### src/rtl/machine_cycle_sequencer_pkg.sv
// -----------------------------------------------------------------------------
// machine_cycle_sequencer_pkg
//   Shared definitions for the MCU51 machine-cycle sequencer.
//   - Tick constants for the 12-tick machine cycle.
//     S1P1 is tick 0 and S6P2 is tick 11.
//   - ALE strobe window constants.
//   - PSEN window length.
//   - Idle/run FSM state type.
//   Optional macro DOUBLE_ALE_EN adds the tick window for the second ALE pulse.
// -----------------------------------------------------------------------------
package machine_cycle_sequencer_pkg;

  localparam int TICK_W = 4;

  // First and last tick of a machine cycle.
  localparam logic [TICK_W-1:0] TICK_S1P1 = 4'd0;
  localparam logic [TICK_W-1:0] TICK_S6P2 = 4'd11;

  // Primary ALE pulse: S1P2..S2P1.
  localparam logic [TICK_W-1:0] ALE_FIRST = 4'd1;
  localparam logic [TICK_W-1:0] ALE_LAST  = 4'd2;

`ifdef DOUBLE_ALE_EN
  // Second ALE pulse: S4P2..S5P1.
  localparam logic [TICK_W-1:0] ALE2_FIRST = 4'd7;
  localparam logic [TICK_W-1:0] ALE2_LAST  = 4'd8;
`endif

  // PSEN stays low for this many ticks, starting at PSEN_LO.
  localparam int PSEN_WIN = 4;

  typedef enum logic [1:0] {
    ST_IDLE = 2'd0,
    ST_RUN  = 2'd1,
    ST_HOLD = 2'd2
  } seq_state_e;

endpackage

### src/rtl/machine_cycle_sequencer_mcycle_counter.sv
// -----------------------------------------------------------------------------
// machine_cycle_sequencer_mcycle_counter
//   Tracks which machine cycle of the current instruction is executing.
//   Latches the instruction length and produces the boundary decision.
// Ports
//   clk         in  core clock, rising edge
//   reset       in  asynchronous active-low reset
//   mc_end      in  machine-cycle end: tick 11, running, not held
//   len_latch   in  tick 11 while running; the length is sampled here in mcycle 0
//   cycles      in  instruction length minus 1
//   mcycle      out index of the current machine cycle
//   instr_last  out current machine cycle is the instruction's final one
//   boundary    out mc_end of the final machine cycle, so the next tick 0 starts
//                   an instruction
// -----------------------------------------------------------------------------
module machine_cycle_sequencer_mcycle_counter
  import machine_cycle_sequencer_pkg::*;
#(
  parameter int CYC_W = 2
) (
  input  logic             clk,
  input  logic             reset,
  input  logic             mc_end,
  input  logic             len_latch,
  input  logic [CYC_W-1:0] cycles,
  output logic [CYC_W-1:0] mcycle,
  output logic             instr_last,
  output logic             boundary
);

  logic [CYC_W-1:0] mcycle_q, mcycle_d;
  logic [CYC_W-1:0] cyc_len_q, cyc_len_d;
  logic             last_w;

  // In mcycle 0 the length has not been latched yet, so decide from the live
  // input. Later cycles compare against the latched copy.
  assign last_w = (mcycle_q == '0) ? (cycles == '0) : (mcycle_q == cyc_len_q);

  always_comb begin
    mcycle_d  = mcycle_q;
    cyc_len_d = cyc_len_q;
    if (len_latch && (mcycle_q == '0)) begin
      cyc_len_d = cycles;
    end
    if (mc_end) begin
      mcycle_d = last_w ? '0 : (mcycle_q + CYC_W'(1));
    end
  end

  always_ff @(posedge clk or negedge reset) begin
    if (!reset) begin
      mcycle_q  <= '0;
      cyc_len_q <= '0;
    end else begin
      mcycle_q  <= mcycle_d;
      cyc_len_q <= cyc_len_d;
    end
  end

  assign mcycle     = mcycle_q;
  assign instr_last = last_w;
  assign boundary   = mc_end && last_w;

endmodule

### src/rtl/machine_cycle_sequencer.sv
// -----------------------------------------------------------------------------
// machine_cycle_sequencer
//   Timing generator for the MCU51 core.
//   Divides clk into 12-tick machine cycles (S1P1..S6P2).
//   Counts machine cycles per instruction and produces the strobes used by the
//   control unit.
//   Supports wait states at tick 11 (hold) and idle/run control at instruction
//   boundaries.
// Parameters
//   CYC_W        width of the machine-cycle count
//   PSEN_LO      first tick of the 4-tick PSEN-low window; must be >= 1
// Ports
//   clk          core clock, rising edge
//   reset        asynchronous active-low reset
//   run          1 = sequence; only sampled at an instruction boundary
//   hold         wait-state request, sampled at tick 11
//   ext_fetch    external code fetch this machine cycle, sampled at tick 0
//   cycles       instruction length minus 1
//   state        S-state 1..6
//   Phase        0 = P1, 1 = P2
//   ALE          address latch enable (registered)
//   PSEN         program store enable, active low (registered)
//   mc_start     tick 0 of every machine cycle
//   mc_end       tick 11 while not held
//   instr_start  tick 0 of mcycle 0
//   instr_last   final machine cycle of the instruction
//   mcycle       machine-cycle index within the instruction
// Configuration
//   DOUBLE_ALE_EN  when defined, ALE also pulses at ticks 7-8.
// -----------------------------------------------------------------------------
module machine_cycle_sequencer
  import machine_cycle_sequencer_pkg::*;
#(
  parameter int CYC_W   = 2,
  parameter int PSEN_LO = 6
) (
  input  logic             clk,
  input  logic             reset,
  input  logic             run,
  input  logic             hold,
  input  logic             ext_fetch,
  input  logic [CYC_W-1:0] cycles,
  output logic [2:0]       state,
  output logic             Phase,
  output logic             ALE,
  output logic             PSEN,
  output logic             mc_start,
  output logic             mc_end,
  output logic             instr_start,
  output logic             instr_last,
  output logic [CYC_W-1:0] mcycle
);

  localparam logic [TICK_W-1:0] PSEN_FIRST = TICK_W'(PSEN_LO);
  localparam logic [TICK_W-1:0] PSEN_LAST  = TICK_W'(PSEN_LO + PSEN_WIN - 1);

  seq_state_e        fsm_q, fsm_d;
  logic [TICK_W-1:0] tick_q, tick_d;
  logic              fetch_q, fetch_d;
  logic              ale_q, ale_d;
  logic              psen_q, psen_d;

  logic              running;
  logic              running_d;
  logic              end_tick;
  logic              mc_end_w;
  logic              boundary;
  logic              last_w;
  logic              ale_win;
  logic              psen_win;

  assign running  = (fsm_q != ST_IDLE);
  assign end_tick = running && (tick_q == TICK_S6P2);
  assign mc_end_w = end_tick && !hold;

  machine_cycle_sequencer_mcycle_counter #(
    .CYC_W (CYC_W)
  ) u_mcycle_counter (
    .clk        (clk),
    .reset      (reset),
    .mc_end     (mc_end_w),
    .len_latch  (end_tick),
    .cycles     (cycles),
    .mcycle     (mcycle),
    .instr_last (last_w),
    .boundary   (boundary)
  );

  // Next-state logic for the idle/run FSM and the tick counter.
  always_comb begin
    fsm_d   = fsm_q;
    tick_d  = tick_q;
    fetch_d = fetch_q;
    case (fsm_q)
      ST_IDLE: begin
        tick_d = TICK_S1P1;
        if (run) begin
          fsm_d = ST_RUN;
        end
      end
      ST_RUN: begin
        if (tick_q == TICK_S1P1) begin
          fetch_d = ext_fetch;
        end
        if (tick_q != TICK_S6P2) begin
          tick_d = tick_q + TICK_W'(1);
        end else if (hold) begin
          fsm_d = ST_HOLD;
        end else begin
          tick_d = TICK_S1P1;
          if (boundary && !run) begin
            fsm_d = ST_IDLE;
          end
        end
      end
      ST_HOLD: begin
        // Tick stays at 11 until hold drops. The release cycle is the real
        // mc_end, so the boundary decision is made here as well.
        if (!hold) begin
          tick_d = TICK_S1P1;
          fsm_d  = (boundary && !run) ? ST_IDLE : ST_RUN;
        end
      end
      default: begin
        fsm_d  = ST_IDLE;
        tick_d = TICK_S1P1;
      end
    endcase
  end

  // Strobes are computed from the next tick and registered. The outputs
  // therefore line up with tick_q and are glitch-free.
  assign running_d = (fsm_d != ST_IDLE);

  always_comb begin
    ale_win = (tick_d >= ALE_FIRST) && (tick_d <= ALE_LAST);
`ifdef DOUBLE_ALE_EN
    ale_win = ale_win || ((tick_d >= ALE2_FIRST) && (tick_d <= ALE2_LAST));
`endif
    psen_win = (tick_d >= PSEN_FIRST) && (tick_d <= PSEN_LAST);
    ale_d    = running_d && ale_win;
    psen_d   = !(running_d && fetch_d && psen_win);
  end

  always_ff @(posedge clk or negedge reset) begin
    if (!reset) begin
      fsm_q   <= ST_IDLE;
      tick_q  <= TICK_S1P1;
      fetch_q <= 1'b0;
      ale_q   <= 1'b0;
      psen_q  <= 1'b1;
    end else begin
      fsm_q   <= fsm_d;
      tick_q  <= tick_d;
      fetch_q <= fetch_d;
      ale_q   <= ale_d;
      psen_q  <= psen_d;
    end
  end

  assign state       = tick_q[3:1] + 3'd1;
  assign Phase       = tick_q[0];
  assign ALE         = ale_q;
  assign PSEN        = psen_q;
  assign mc_start    = running && (tick_q == TICK_S1P1);
  assign mc_end      = mc_end_w;
  assign instr_start = mc_start && (mcycle == '0);
  assign instr_last  = running && last_w;

endmodule

### config.mk
export PLATFORM = sky130hd
export DESIGN_NAME = machine_cycle_sequencer
export DESIGN_NICKNAME = d
export VERILOG_FILES = /design/src/rtl/machine_cycle_sequencer_pkg.sv /design/src/rtl/machine_cycle_sequencer_mcycle_counter.sv /design/src/rtl/machine_cycle_sequencer.sv
export SDC_FILE = /design/constraint.sdc
export NUM_CORES = 1
export LEC_CHECK = 0
export BUFFER_PORTS_ARGS = -buffer_cell sky130_fd_sc_hd__buf_4
export CAP_MARGIN = 20
export CORE_ASPECT_RATIO = 2
export CORE_UTILIZATION = 35
export CTS_CLUSTER_DIAMETER = 40
export DETAILED_ROUTE_END_ITERATION = 6
export GPL_ROUTABILITY_DRIVEN = 0
export REMOVE_ABC_BUFFERS = 1
export SYNTH_ARGS = -nofsm -noshare
export SYNTH_HDL_FRONTEND = slang
export SYNTH_SLANG_ARGS = --single-unit
export TNS_END_PERCENT = 50
### constraint.sdc
create_clock -name clk -period 2.65 [get_ports clk]
set_input_delay 0.3975 -clock clk [delete_from_list [all_inputs] [get_ports clk]]
set_output_delay 0.3975 -clock clk [all_outputs]
set_load 0.02 [all_outputs]
==> run metrics <==
fillers=246; fin crit share=86.52%; register area share after synthesis=a little over a third; die width=38.17 microns; Yosys warning total=0; RSZ-0062 raised after global routing=no; number of cells on the critical path=5; number of global-route vias before repair=872; internal power=0.0005387 W; area of the multi-input gates=528.0 sq um; most frequent cells in the layout=18 x buf_4, 12 x dfrtp_1, 10 x inv_1, 8 x nor2_1, 8 x ha_1; register area=326.6 sq um; Clock power frac=19.3%; Reg power frac=a little under a third; Final Critical Period=2.293 ns; Final Skew=0.002416 ns; worst setup path startpoint=tick_q[0]; # rows=25; DP HPWL=~1.8 mm; Crit-path slowest cell=dfrtp_1; crit-path cells=ha_1 -> nand3b_2 -> or3_1 -> inv_1 -> buf_4; Routed Antenna Nets=0; reg2reg end=PSEN; Slew HR=~62%; Synth Area in Simple Gates=around 22%; Worst Max-Slew Pin Slew=roughly 0.56 ns; fin util=46.65%; Arr. time, crit path=1.90 ns; Top FF cell, synth=dfrtp_1; overall die height=between 70 and 80 microns; final cell count without fillers=around 150; Synth Cell Area=915.9 sq um; worst min path class=in -> reg; routed len/inst=15.31 microns; FF-to-FF Start=fsm_q[1]; Fin Setup TNS=0 ns; Peak Freq=about 440 MHz; max_cap viols=0; NetSw=0.0003960 W; R2R cell count=7; pin count of the biggest net entering global routing=14; Required @ worst endpoint=2.25 ns; Logic pwr share=50.6%; routed wire length=2.266 mm; gr usage total=about a fifth; post_cts resized=0; Final Hold Viols=0; worst vdd ir=0.5712 mV; Crit Path Max Fanout=7; worst setup path end=mc_end; H-tree depth=1; Yosys reg bits=13; R2R setup slack=0.47 ns; Cell Pwr Density=slightly above 800 nW/um^2; TritonCTS sink count=13; port bufs=18; CTS root buf=clkbuf_8; number of inserted diodes=0; Total Die Area=approximately 2800 sq um; CP Class=reg -> out; crit start category=flop; compound-cell area share of the yosys netlist=around 17%; Async SR Flop Fraction=100.0%; Leak=0.5611 nW; Cells after Synth=100; drt drc=0; Initial DRC Count=31; final setup fails=0; first-pass GRT wire length=3.684 mm; combinational family with the most area after synthesis=simple AND/OR/NAND/NOR gates; grt ovf=0; pre-CTS setup slack=0.5109 ns; Ports=19; Starting Density=38.03%; status=finished, final reports clean; post-synthesis adder-cell area fraction=10.93%; mux share of post-synthesis cell area=3.552%; clock network latency to the later pin of the worst-skew pair=0.25 ns; Post-Synth XOR/XNOR Area=3.825%; via count=822; sw frac=between 40 and 50%; CP Buf/Inv Count=2; fin worst setup slack=0.3571 ns; via/cell ratio=5.554; commonest non-fill, non-tap cell in the layout=buf_4; clk buf depth=2; fin nets=137; CTS Buf Count=3; antenna violations before repair=0; Syn Area/Cell=about 9.2 sq um; unique cell type count in the Yosys netlist=39; Critical Path Max Stage Delay=0.48 ns; final slew viol count=0; CP endpoint kind=output pin; fraction of final layout cells sized beyond drive strength 1=about a quarter; Clock Pin Slew Worst Setup and Hold Paths=0.05 ns; Min Hold Slack=a little under 0.4 ns; number of synthesized flops with an enable pin=0; Syn-to-layout area delta=22.68%; family with the most delay on the worst path=simple AND/OR/NAND/NOR gates; CTS tree=done; Placed Cells incl. Taps=143; Core Area=2409 sq um; DR pass1 iterations=4
-- cells by family (layout without fill, tap and decap cells) --
| group | count (synthesis) | in the layout |
|---|---|---|
| AND/OR/NAND/NOR | 35 | 35 |
| AO/OA/AOI/OAI | 23 | 23 |
| buffers and inverters | 14 | 35 |
| flip-flops | 13 | 13 |
| adder cells (fa/ha/maj) | 8 | 8 |
| XOR/XNOR | 4 | 4 |
| multiplexers | 3 | 3 |
-- worst min path at each step --
stage	startpoint	to	slack, ns	cells after the start
5_1_grt	cycles[1]	u_mcycle_counter.cyc_len_q[1]	0.40	2
3_5_place_dp	reset	u_mcycle_counter.mcycle[0]	0.25	1
6_report	ext_fetch	fetch_q	0.39	3
4_1_cts	ext_fetch	fetch_q	0.39	3
2_1_floorplan	reset	ALE	0.10	0
3_3_place_gp	reset	u_mcycle_counter.mcycle[0]	0.25	1
-- metal layers --
| metal | track usage (%) | vias up | share of wire [%] |
|---|---|---|---|
| li1 | - | 393 | - |
| met1 | 17.59 | 389 | 33 |
| met2 | 34.09 | 31 | 58 |
| met3 | 2.388 | 9 | 4.5 |
| met4 | 14.29 | 0 | 3.9 |
| met5 | 0 | - | 0 |
-- cells in the mapped netlist, types with 2 or more instances --
cell type,count,area share [%]
mux2_2,2,2.5
a21oi_1,3,1.6
xor2_1,4,3.8
nand2_1,5,2.0
o21ai_0,4,2.2
and3_1,2,1.4
a31oi_1,3,2.0
ha_1,8,11
inv_1,10,4.1
inv_2,2,0.82
nand3_1,5,2.7
or3_1,2,1.4
dfrtp_1,12,33
nor2_1,8,3.3
nand2b_1,5,3.4
o21ai_1,2,1.1
-- per-stage QoR --
stage	total power (W)	instance area [sq um]
global placement	0.0007431	1069
finish	0.0009347	1124
detailed placement	0.0007548	1069
floorplan	0.0005920	899.6
global route	0.001007	1124
CTS	0.0009390	1124
-- power by group through the flow --
stage	Clock [W]	Combinational (W)	Sequential [W]
2_1_floorplan	0	0.000307	0.000285
3_5_place_dp	0	0.000472	0.000283
6_report	0.000180	0.000473	0.000281
3_3_place_gp	0	0.000461	0.000282
5_1_grt	0.000193	0.000528	0.000286
4_1_cts	0.000184	0.000474	0.000281
-- state kept, by name, summed over array words and instances (netlist names) --
register,count
u_mcycle_counter.mcycle,2
ALE,1
fsm_q,2
PSEN,1
fetch_q,1
u_mcycle_counter.cyc_len_q,2
tick_q,4
-- worst reg2reg max path, delay by kind of cell, from the launching register on --
family                     cells  cell delay (ns)
buffers and inverters          2             0.22
adders and majority gates      1             0.39
DFF                            1             0.40
and+or+nand+nor                2             0.67
AOI/OAI and AO/OA              2             0.42
-- layout make-up --
cell class	instances	share of cell area, %
inverters	12	4.009
well taps	27	3.007
repair buffers	19	12.92
flip-flops and latches	13	29.06
multi-input cells	73	46.99
clock buffers	4	4.009
-- timing repair --
action                     4_1_cts  5_1_grt
setup endpoints to repair        0        0
buffers inserted                 0        0
hold buffers                     1        0
hold endpoints to repair        12        0
No activity file was read; power rests on OpenSTA's default activity.
